`config.mk`:
```
export PLATFORM = sky130hd
export DESIGN_NAME = bus_rx_responder
export DESIGN_NICKNAME = d
export VERILOG_FILES = /design/src/rtl/bus_pkg.sv /design/src/rtl/frame_fifo.sv /design/src/rtl/bus_rx_responder.sv
export SDC_FILE = /design/constraint.sdc
export NUM_CORES = 1
export LEC_CHECK = 0
export ABC_AREA = 1
export BUFFER_PORTS_ARGS = -buffer_cell sky130_fd_sc_hd__buf_4
export CORE_UTILIZATION = 60
export CTS_BUF_LIST = sky130_fd_sc_hd__clkbuf_8 sky130_fd_sc_hd__clkbuf_16
export CTS_CLUSTER_DIAMETER = 80
export CTS_CLUSTER_SIZE = 12
export DETAILED_ROUTE_END_ITERATION = 7
export PLACE_DENSITY_LB_ADDON = 0.25
export SLEW_MARGIN = 20
export SYNTH_ARGS = -nofsm -noshare
export SYNTH_HDL_FRONTEND = slang
export SYNTH_HIERARCHICAL = 1
export SYNTH_SLANG_ARGS = --single-unit
```
`constraint.sdc`:
```
create_clock -name clk -period 6.4 [get_ports clk]
set_input_delay 0.96 -clock clk [delete_from_list [all_inputs] [get_ports clk]]
set_output_delay 0.96 -clock clk [all_outputs]
set_load 0.01 [all_outputs]
```
`src/rtl/bus_pkg.sv`:
```
// Shared definitions for the 8-bit bus/valid/ack protocol: ids, header layout, rx FSM states.
// Latency: n/a (types and constants only).
// Backpressure: n/a.
package bus_pkg;

  // Endpoint ids carried in the header dest/src fields
  localparam logic [1:0] ID_B    = 2'b00;
  localparam logic [1:0] ID_SHA  = 2'b01;
  localparam logic [1:0] ID_RSP  = 2'b10;
  localparam logic [1:0] ID_CTRL = 2'b11;

  // Header byte layout: [7:6] dest, [5:4] src, [3:0] payload length minus one
  localparam int HDR_DEST_MSB = 7;
  localparam int HDR_DEST_LSB = 6;
  localparam int HDR_SRC_MSB  = 5;
  localparam int HDR_SRC_LSB  = 4;
  localparam int HDR_LEN_MSB  = 3;
  localparam int HDR_LEN_LSB  = 0;

  typedef enum logic [2:0] {
    IDLE    = 3'd0,
    PAYLOAD = 3'd1,
    CHECK   = 3'd2,
    ACK     = 3'd3,
    DROP    = 3'd4
  } rx_state_t;

  // One stored payload byte with its frame context (11 bits)
  typedef struct packed {
    logic [1:0] src;
    logic       last;
    logic [7:0] data;
  } fifo_entry_t;

  // Payload length 1..16 decoded from a header byte
  function automatic logic [4:0] hdr_len(input logic [7:0] hdr);
    return {1'b0, hdr[HDR_LEN_MSB:HDR_LEN_LSB]} + 5'd1;
  endfunction

endpackage

```
`src/rtl/frame_fifo.sv`:
```
// Payload FIFO with speculative write pointer: frames are written at wr_spec and only become
// visible to the reader once committed; rollback discards the uncommitted tail.
// Latency: committed entry readable the cycle after the commit edge; read data is combinational.
// Backpressure: writer must check free before starting a frame; reader pops via pop when rd_vld.
// Ports:
//   clk, rst          clock, synchronous active-high reset (empties the FIFO)
//   wr_en, wr_dat     speculative write of one entry at wr_spec
//   commit            wr_commit takes the post-write wr_spec value on this edge
//   rollback          wr_spec returns to wr_commit (has priority over wr_en)
//   pop               consume the entry at rd (ignored when rd_vld is low)
//   rd_dat, rd_vld    head entry and its valid (rd != wr_commit)
//   free              DEPTH - (wr_spec - rd)
module frame_fifo
  import bus_pkg::*;
#(
  parameter int DEPTH = 16
) (
  input  logic                     clk,
  input  logic                     rst,
  input  logic                     wr_en,
  input  fifo_entry_t              wr_dat,
  input  logic                     commit,
  input  logic                     rollback,
  input  logic                     pop,
  output fifo_entry_t              rd_dat,
  output logic                     rd_vld,
  output logic [$clog2(DEPTH):0]   free
);

  localparam int AW = $clog2(DEPTH);
  localparam int PW = AW + 1;

  fifo_entry_t   mem [DEPTH];
  logic [PW-1:0] rd;
  logic [PW-1:0] wr_spec;
  logic [PW-1:0] wr_commit;
  logic [PW-1:0] wr_spec_nxt;

  // Commit must include a byte written on the same edge, so it samples the next wr_spec
  always_comb begin
    wr_spec_nxt = wr_spec;
    if (rollback) begin
      wr_spec_nxt = wr_commit;
    end else if (wr_en) begin
      wr_spec_nxt = wr_spec + PW'(1);
    end
  end

  always_ff @(posedge clk) begin
    if (rst) begin
      rd        <= '0;
      wr_spec   <= '0;
      wr_commit <= '0;
    end else begin
      wr_spec <= wr_spec_nxt;
      if (commit) begin
        wr_commit <= wr_spec_nxt;
      end
      if (pop && rd_vld) begin
        rd <= rd + PW'(1);
      end
    end
  end

  always_ff @(posedge clk) begin
    if (wr_en && !rollback) begin
      mem[wr_spec[AW-1:0]] <= wr_dat;
    end
  end

  // Extra pointer MSB distinguishes full from empty; differences wrap naturally
  assign rd_vld = (rd != wr_commit);
  assign rd_dat = mem[rd[AW-1:0]];
  assign free   = PW'(DEPTH) - (wr_spec - rd);

endmodule

```
`src/rtl/bus_rx_responder.sv`:
```
// Bus target: stores frames addressed to MY_ID with commit/rollback and acks complete frames.
// Latency: ack and first out_valid one clk after the last frame byte.
// Backpressure: consumer stalls with out_ready=0; frames that do not fit are dropped unacked.
// Optional feature macro: BUS_RX_CHECKSUM_EN (trailing XOR checksum byte per frame).
// Ports:
//   clk, rst                  clock, synchronous active-high reset
//   bus_data, bus_valid       shared bus byte and its valid
//   ack                       one-cycle pulse when a frame is accepted
//   out_data/src/last/valid   committed payload byte, its frame source, end-of-frame flag
//   out_ready                 consumer accepts the byte on out_valid & out_ready
//   busy                      receiver FSM not in IDLE
module bus_rx_responder
  import bus_pkg::*;
#(
  parameter logic [1:0] MY_ID       = ID_RSP,
  parameter int         DEPTH       = 16,
  parameter int         TIMEOUT_CYC = 16
) (
  input  logic       clk,
  input  logic       rst,
  input  logic [7:0] bus_data,
  input  logic       bus_valid,
  output logic       ack,
  output logic [7:0] out_data,
  output logic [1:0] out_src,
  output logic       out_last,
  output logic       out_valid,
  input  logic       out_ready,
  output logic       busy
);

  localparam int PW = $clog2(DEPTH) + 1;
  localparam int TW = $clog2(TIMEOUT_CYC + 1);

  rx_state_t   state, state_nxt;
  logic [3:0]  len_m1, len_m1_nxt;
  logic [1:0]  src, src_nxt;
  logic [4:0]  byte_cnt, byte_cnt_nxt;
  logic [TW-1:0] idle_cnt, idle_cnt_nxt;
`ifdef BUS_RX_CHECKSUM_EN
  logic [7:0]  chk, chk_nxt;
`endif

  logic        fifo_wr_en;
  fifo_entry_t fifo_wr_dat;
  logic        fifo_commit;
  logic        fifo_rollback;
  fifo_entry_t fifo_rd_dat;
  logic        fifo_rd_vld;
  logic [PW-1:0] fifo_free;

  logic        mid_frame;
  logic        timeout;
  logic        hdr_accept;
  logic [4:0]  drop_last;

  frame_fifo #(
    .DEPTH(DEPTH)
  ) u_fifo (
    .clk      (clk),
    .rst      (rst),
    .wr_en    (fifo_wr_en),
    .wr_dat   (fifo_wr_dat),
    .commit   (fifo_commit),
    .rollback (fifo_rollback),
    .pop      (out_valid && out_ready),
    .rd_dat   (fifo_rd_dat),
    .rd_vld   (fifo_rd_vld),
    .free     (fifo_free)
  );

  assign mid_frame  = (state == PAYLOAD) || (state == CHECK) || (state == DROP);
  assign timeout    = mid_frame && !bus_valid && (idle_cnt == TW'(TIMEOUT_CYC - 1));
  assign hdr_accept = (bus_data[HDR_DEST_MSB:HDR_DEST_LSB] == MY_ID)
                      && (fifo_free >= PW'(hdr_len(bus_data)));

  // A dropped frame still occupies the bus for its full length, checksum byte included
`ifdef BUS_RX_CHECKSUM_EN
  assign drop_last = {1'b0, len_m1} + 5'd1;
`else
  assign drop_last = {1'b0, len_m1};
`endif

  always_ff @(posedge clk) begin
    if (rst) begin
      state    <= IDLE;
      len_m1   <= '0;
      src      <= '0;
      byte_cnt <= '0;
      idle_cnt <= '0;
`ifdef BUS_RX_CHECKSUM_EN
      chk      <= '0;
`endif
    end else begin
      state    <= state_nxt;
      len_m1   <= len_m1_nxt;
      src      <= src_nxt;
      byte_cnt <= byte_cnt_nxt;
      idle_cnt <= idle_cnt_nxt;
`ifdef BUS_RX_CHECKSUM_EN
      chk      <= chk_nxt;
`endif
    end
  end

  always_comb begin
    state_nxt     = state;
    len_m1_nxt    = len_m1;
    src_nxt       = src;
    byte_cnt_nxt  = byte_cnt;
    idle_cnt_nxt  = idle_cnt;
`ifdef BUS_RX_CHECKSUM_EN
    chk_nxt       = chk;
`endif
    fifo_wr_en    = 1'b0;
    fifo_wr_dat   = '0;
    fifo_commit   = 1'b0;
    fifo_rollback = 1'b0;
    ack           = 1'b0;

    // Idle-gap counter only runs mid-frame and restarts on every valid byte
    if (mid_frame) begin
      if (bus_valid) begin
        idle_cnt_nxt = '0;
      end else if (!timeout) begin
        idle_cnt_nxt = idle_cnt + TW'(1);
      end
    end

    case (state)
      IDLE: begin
        if (bus_valid) begin
          len_m1_nxt   = bus_data[HDR_LEN_MSB:HDR_LEN_LSB];
          src_nxt      = bus_data[HDR_SRC_MSB:HDR_SRC_LSB];
          byte_cnt_nxt = '0;
          idle_cnt_nxt = '0;
`ifdef BUS_RX_CHECKSUM_EN
          chk_nxt      = bus_data;
`endif
          state_nxt    = hdr_accept ? PAYLOAD : DROP;
        end
      end

      PAYLOAD: begin
        if (timeout) begin
          fifo_rollback = 1'b1;
          state_nxt     = IDLE;
        end else if (bus_valid) begin
          fifo_wr_en       = 1'b1;
          fifo_wr_dat.src  = src;
          fifo_wr_dat.last = (byte_cnt == {1'b0, len_m1});
          fifo_wr_dat.data = bus_data;
          byte_cnt_nxt     = byte_cnt + 5'd1;
`ifdef BUS_RX_CHECKSUM_EN
          chk_nxt          = chk ^ bus_data;
          if (byte_cnt == {1'b0, len_m1}) begin
            state_nxt = CHECK;
          end
`else
          if (byte_cnt == {1'b0, len_m1}) begin
            fifo_commit = 1'b1;
            state_nxt   = ACK;
          end
`endif
        end
      end

`ifdef BUS_RX_CHECKSUM_EN
      CHECK: begin
        if (timeout) begin
          fifo_rollback = 1'b1;
          state_nxt     = IDLE;
        end else if (bus_valid) begin
          if (bus_data == chk) begin
            fifo_commit = 1'b1;
            state_nxt   = ACK;
          end else begin
            fifo_rollback = 1'b1;
            state_nxt     = IDLE;
          end
        end
      end
`endif

      // Bus byte arriving during the ack cycle is not part of any frame
      ACK: begin
        ack       = 1'b1;
        state_nxt = IDLE;
      end

      DROP: begin
        if (timeout) begin
          fifo_rollback = 1'b1;
          state_nxt     = IDLE;
        end else if (bus_valid) begin
          if (byte_cnt == drop_last) begin
            state_nxt = IDLE;
          end else begin
            byte_cnt_nxt = byte_cnt + 5'd1;
          end
        end
      end

      default: begin
        state_nxt = IDLE;
      end
    endcase
  end

  // Outputs read as zero whenever nothing committed is waiting
  assign out_valid = fifo_rd_vld;
  assign out_data  = fifo_rd_vld ? fifo_rd_dat.data : 8'h00;
  assign out_src   = fifo_rd_vld ? fifo_rd_dat.src  : 2'b00;
  assign out_last  = fifo_rd_vld ? fifo_rd_dat.last : 1'b0;
  assign busy      = (state != IDLE);

endmodule
```
; ---- Word level (Yosys, flattened, before mapping)
; Memories as Yosys holds them, arrays and structs flattened. A register that Yosys moved wholly into a read port is not among the register bits.
; Index checks and enable logic that the tools add are counted.
[word_totals]
inputBits = 12
mem_bits_rw = 176
output_inout_bits = 14
memories = 1
register_bits = 34
elab_cells = 95
[mem_list]
columns = name, depth, width, rd, rd_ports_with_merged_regs, wr, line_no
row1 = u_fifo.mem, 16, 11, 1, 1, 1, frame_fifo.sv:33  ; fifo_entry_t mem [DEPTH];
[classes]
eq_ne = 18
n_reduce_logical = 17
order_cmp = 1
addsub = 7
muxes = 43
[op_table]
columns = op, n
row1 = $mux 5, 13
row2 = $mux 11, 3
row3 = $mux 3, 8
row4 = $add 5x1->5 const B, 4
row5 = $pmux 5 s3, 1
row6 = $mux 1, 13
row7 = $ne 2x2->1 const B, 6
row8 = $pmux 3 s3, 1
row9 = $mux 4, 2
row10 = $mux 8, 1
row11 = $reduce_and 7->1, 1
row12 = $eq 3x2->1 const B, 2
row13 = $logic_and 1x1->1, 6
row14 = $ne 3x2->1 const B, 2
row15 = $ne 3x3->1 const B, 2
row16 = $reduce_bool 3->1, 2
row17 = $add 4x1->5 const B, 1
row18 = $eq 5x4->1, 1
row19 = $eq 5x4->1 const B, 1
row20 = $ge 5x5->1, 1
row21 = $ne 5x5->1, 1
row22 = $reduce_and 5->1, 1
row23 = $sub 5x5->5, 1
row24 = $sub 5x5->5 const A, 1
row25 = 9 further kinds, 11

; ---- Longest topological paths before layout
[depth]
depth_word = 11
ltp_mapped = 15

; ---- Cells and area by module
; Netlist, hierarchy kept.
[modules_own_cells]
columns = module, area_per_inst_um2, cells_per_inst, n_inst
row1 = frame_fifo, 8345.5, 727, 1
row2 = bus_rx_responder, 1440.1, 224, 1

; ---- Worst setup path after synthesis
; No wires, ideal clock.
[synth_timing]
path_type = in2reg
startpoint = input port bus_valid
endpoint = memory u_fifo/mem[11][0] (netlist name), enable pin
setup_time_ps = 378
required_time_ps = 6022
cell_stages = 7
slack_ps = 3736
t_arrival_ps = 2286
path_cell_list = buf_2 > inv_1 > nor2_1 > inv_1 > nor2_2 > nand2_1 > nor2_1
[synth_rtl]
columns = element, line_no
row1 = from (decl), bus_rx_responder.sv:22  ; input logic bus_valid,
row2 = $logic_not 1->1, bus_rx_responder.sv:73  ; assign timeout = mid_frame && !bus_valid && (idle_cnt == TW'(TIMEOUT_CYC - 1));
row3 = $logic_and 1x1->1 (2 in series), bus_rx_responder.sv:73
row4 = $mux 1 *, bus_rx_responder.sv:145  ; if (timeout) begin
row5 = $mux 1 *, bus_rx_responder.sv:130  ; case (state)
row6 = via fifo_wr_en, bus_rx_responder.sv:44  ; logic fifo_wr_en;
row7 = $logic_and 1x1->1 *, frame_fifo.sv:66  ; if (wr_en && !rollback) begin
row8 = $mux 1 *, frame_fifo.sv:66
row9 = $mux 1 (implied by the code) *, frame_fifo.sv:67  ; mem[wr_spec[AW-1:0]] <= wr_dat;
row10 = to (decl), frame_fifo.sv:33
; The timed path passes the listed nets; every way through them passes the cells marked *.

==> impl_metrics.py <==
metrics = {
    "clock_tree": {
        "cts_hold_buf": 0,
        "cts_max_path_buffers": 3,
        "cts_resized": 0,
        "cts-root-buf": "clkbuf_16",
        "h-tree-depth": 1,
        "worstSkewPairLatency_ps": 490,
        "path_clk_slew_ps": 60,
        "cts_setup_buffers": 0,
        "cts.sinks": 214,
        "cts_inserted_buffers": 21,
        "cts_tree": "yes",
    },
    "final_layout": {
        "area_growth_pct": 9.33,
        "final_cell_mix": "inv_1, edfxtp_1, nand2_1, nand3_1, a21oi_1",
        "final_common_cell": "inv_1",
        "instances_no_fill": 1195,
        "drive_above_1_share_pct": 10.3,
        "antenna_cells": 0,
        "final_nets": 999,
    },
    "synth": {
        "synth_top_area_share_pct": 54.0,
        "syn_nets": 985,
        "synth_seq_cells": 214,
        "synth_top_area_cell": "edfxtp_1",
        "syn_area_mm2": 0.00979,
        "synth_area_leaders": "edfxtp_1, dfxtp_1, inv_1",
        "synthCells": 951,
        "ys_warn_count": 6,
        "syn_avg_cell_area_um2": 10.3,
        "ys_types": 31,
        "ys_seq_area_share_pct": 61.8,
    },
    "pwr": {
        "p_leak_nw": 4.14,
        "vdd_drop_max_v": 0.000210,
        "power_density_mw_per_mm2": 251,
    },
    "die": {
        "die_area_mm2": 0.0168,
        "start_util_pct": 61.6,
        "die_y_um": 130,
        "rows": 46,
        "coreArea_mm2": 0.0159,
        "io_pins": 26,
        "die_w_um": 130,
    },
    "global_route": {
        "antenna_found_initial": 0,
        "grt_pass1_vias": 6176,
        "grt_start_max_net_pins": 116,
        "track_usage_pct": 24.7,
        "grt-ovfl-total": 0,
        "grt_pass1_wl_um": 31900,
    },
    "sta": {
        "fin_hold_ws_ps": 466,
        "fmax_mhz": 251,
        "tightest_slew_ps": 1150,
        "fin_skew_ps": 10.8,
        "rsz0062_at_grt": "false",
        "setup_viol": 0,
        "min_period_ps": 3980,
        "setup-tns-final_ps": 0,
        "slew_violations": 0,
        "fin_crit_sh_pct": 62.2,
        "worst_slew_margin_rel_pct": 23.2,
        "finalHoldViolations": 0,
    },
    "detailed_routing": {
        "vias_per_cell": 5.58,
        "vias": 6669,
        "ant_nets": 0,
        "wirelength_um": 20100,
        "drtIter0Drc": 620,
        "drc": 0,
        "first_pass_iters": 5,
        "wl_per_cell_um": 16.8,
    },
    "setup_path": {
        "critPathMaxFanout": 115,
        "cp.arrival_ps": 3020,
        "r2r_end": "u_fifo/mem[7][6]$_DFFE_PP_",
        "rr_worst_depth": 9,
        "reg2reg_slack_ps": 3570,
        "end_kind": "output pin",
        "worstSetupPathType": "reg2out",
        "crit_path_start_kind": "flop",
        "worstPathRequired_ps": 5440,
        "r2r-start": "idle_cnt[0]$_SDFF_PP0_",
    },
    "placed_design": {
        "gp_congestion": 0.827,
        "port_buffers": 25,
        "dp_cells": 1158,
        "dp_hpwl_um": 12600,
    },
    "hold_path": {
        "holdPathStages": 2,
        "whs_endpoint": "idle_cnt[4]$_SDFF_PP0_",
        "min-delay-start": "idle_cnt[4]$_SDFF_PP0_",
        "hold_class": "reg2reg",
    },
    "run": {
        "maxCapViolations": 0,
    },
    "run_status": {
        "run_status": "finished clean",
    },
}
==> Yosys cell counts <==
library cell / instances
o21ai_1: 6
nor2_1: 43
fa_1: 1
ha_1: 21
buf_1: 6
xor2_1: 5
buf_6: 6
nand4_4: 1
buf_2: 13
nand4_1: 12
edfxtp_1: 176
nor2_2: 5
dfxtp_1: 38
nor3_2: 1
inv_1: 162
nor3_1: 1
a21oi_1: 82
clkbuf_1: 14
nand2_4: 4
nand2_2: 10
xnor2_1: 8
inv_2: 5
nand2_1: 137
o211ai_1: 46
o21ai_0: 56
a22oi_1: 1
nor2_4: 3
nand3_1: 82
buf_4: 3
nand3_4: 2
o21bai_1: 1
==> layer usage <==
| metal | vias up | track usage, % | share of wire (%) |
|---|---|---|---|
| met5 | - | 0 | 0 |
| met4 | 0 | 8.41 | 2.9 |
| met3 | 36 | 3.49 | 6.6 |
| met2 | 228 | 40.7 | 48 |
| met1 | 3152 | 34.1 | 42 |
| li1 | 3253 | - | - |
==> report_power, final <==
group | leakage, nW | internal (mW) | switching (mW)
combinational | 1.90 | 0.0402 | 0.0753
clock | 0.344 | 0.589 | 0.479
sequential | 1.89 | 1.50 | 0.00772
==> final cells by class <==
class	count	area, um^2
timing repair buffer	33	248
clock buffer	21	526
fill	1229	5190
sequential	214	6050
clock inverter	16	60.1
multi-input combinational	528	2920
inverter	167	627
tap	216	270
==> flip-flops by register name, summed over array words and instances, names as in the netlist, named ones only <==
name / count
u_fifo/mem: 176
u_fifo/wr_spec: 5
idle_cnt: 5
len_m1: 4
state: 3
src: 2
u_fifo/rd: 5
byte_cnt: 5
u_fifo/wr_commit: 5
==> per-stage QoR <==
step                      util (%)  setup slack (ps)  power, mW  area (um^2)
after floorplan                  -              3740       1.61         9790
after global placement        63.4              3040       1.65        10100
after detailed placement      63.5              2990       1.65        10100
after CTS                     67.2              2460       2.70        10700
after global routing          67.4              2150       2.77        10700
final                         67.4              2420       2.69        10700
==> critical path, cell delays in order, from the launching register on <==
cell	delay, ps
dfxtp_4	1030
buf_4	610
a21oi_1	150
o21ai_0	110
nand3_1	90
nand3_1	120
nand2_1	60
nand2_1	70
inv_1	70
buf_4	140
==> worst max path at each step <==
stage                                  endpoint  depth (start not counted)  slack, ps
floorplan           u_fifo/mem[11][0]$_DFFE_PP_                          7       3740
global placement                    out_data[7]                          9       3040
detailed placement                  out_data[7]                          9       2990
CTS                                 out_data[3]                          9       2460
global route                        out_data[1]                          9       2150
finish                              out_data[7]                          9       2420
==> logic make-up (layout without fill, tap and decap cells) <==
family                   count (synthesis)  in the layout  share of synthesized area [%]
AND/OR/NAND/NOR                        301            301                           14.4
flip-flops                             214            214                           61.8
buffers and inverters                  209            237                           8.76
AO/OA/AOI/OAI                          192            192                           11.0
adder cells (fa/ha/maj)                 22             22                           2.89
XOR/XNOR                                13             13                           1.16
Note: power is estimated with default switching activity, not from simulation.
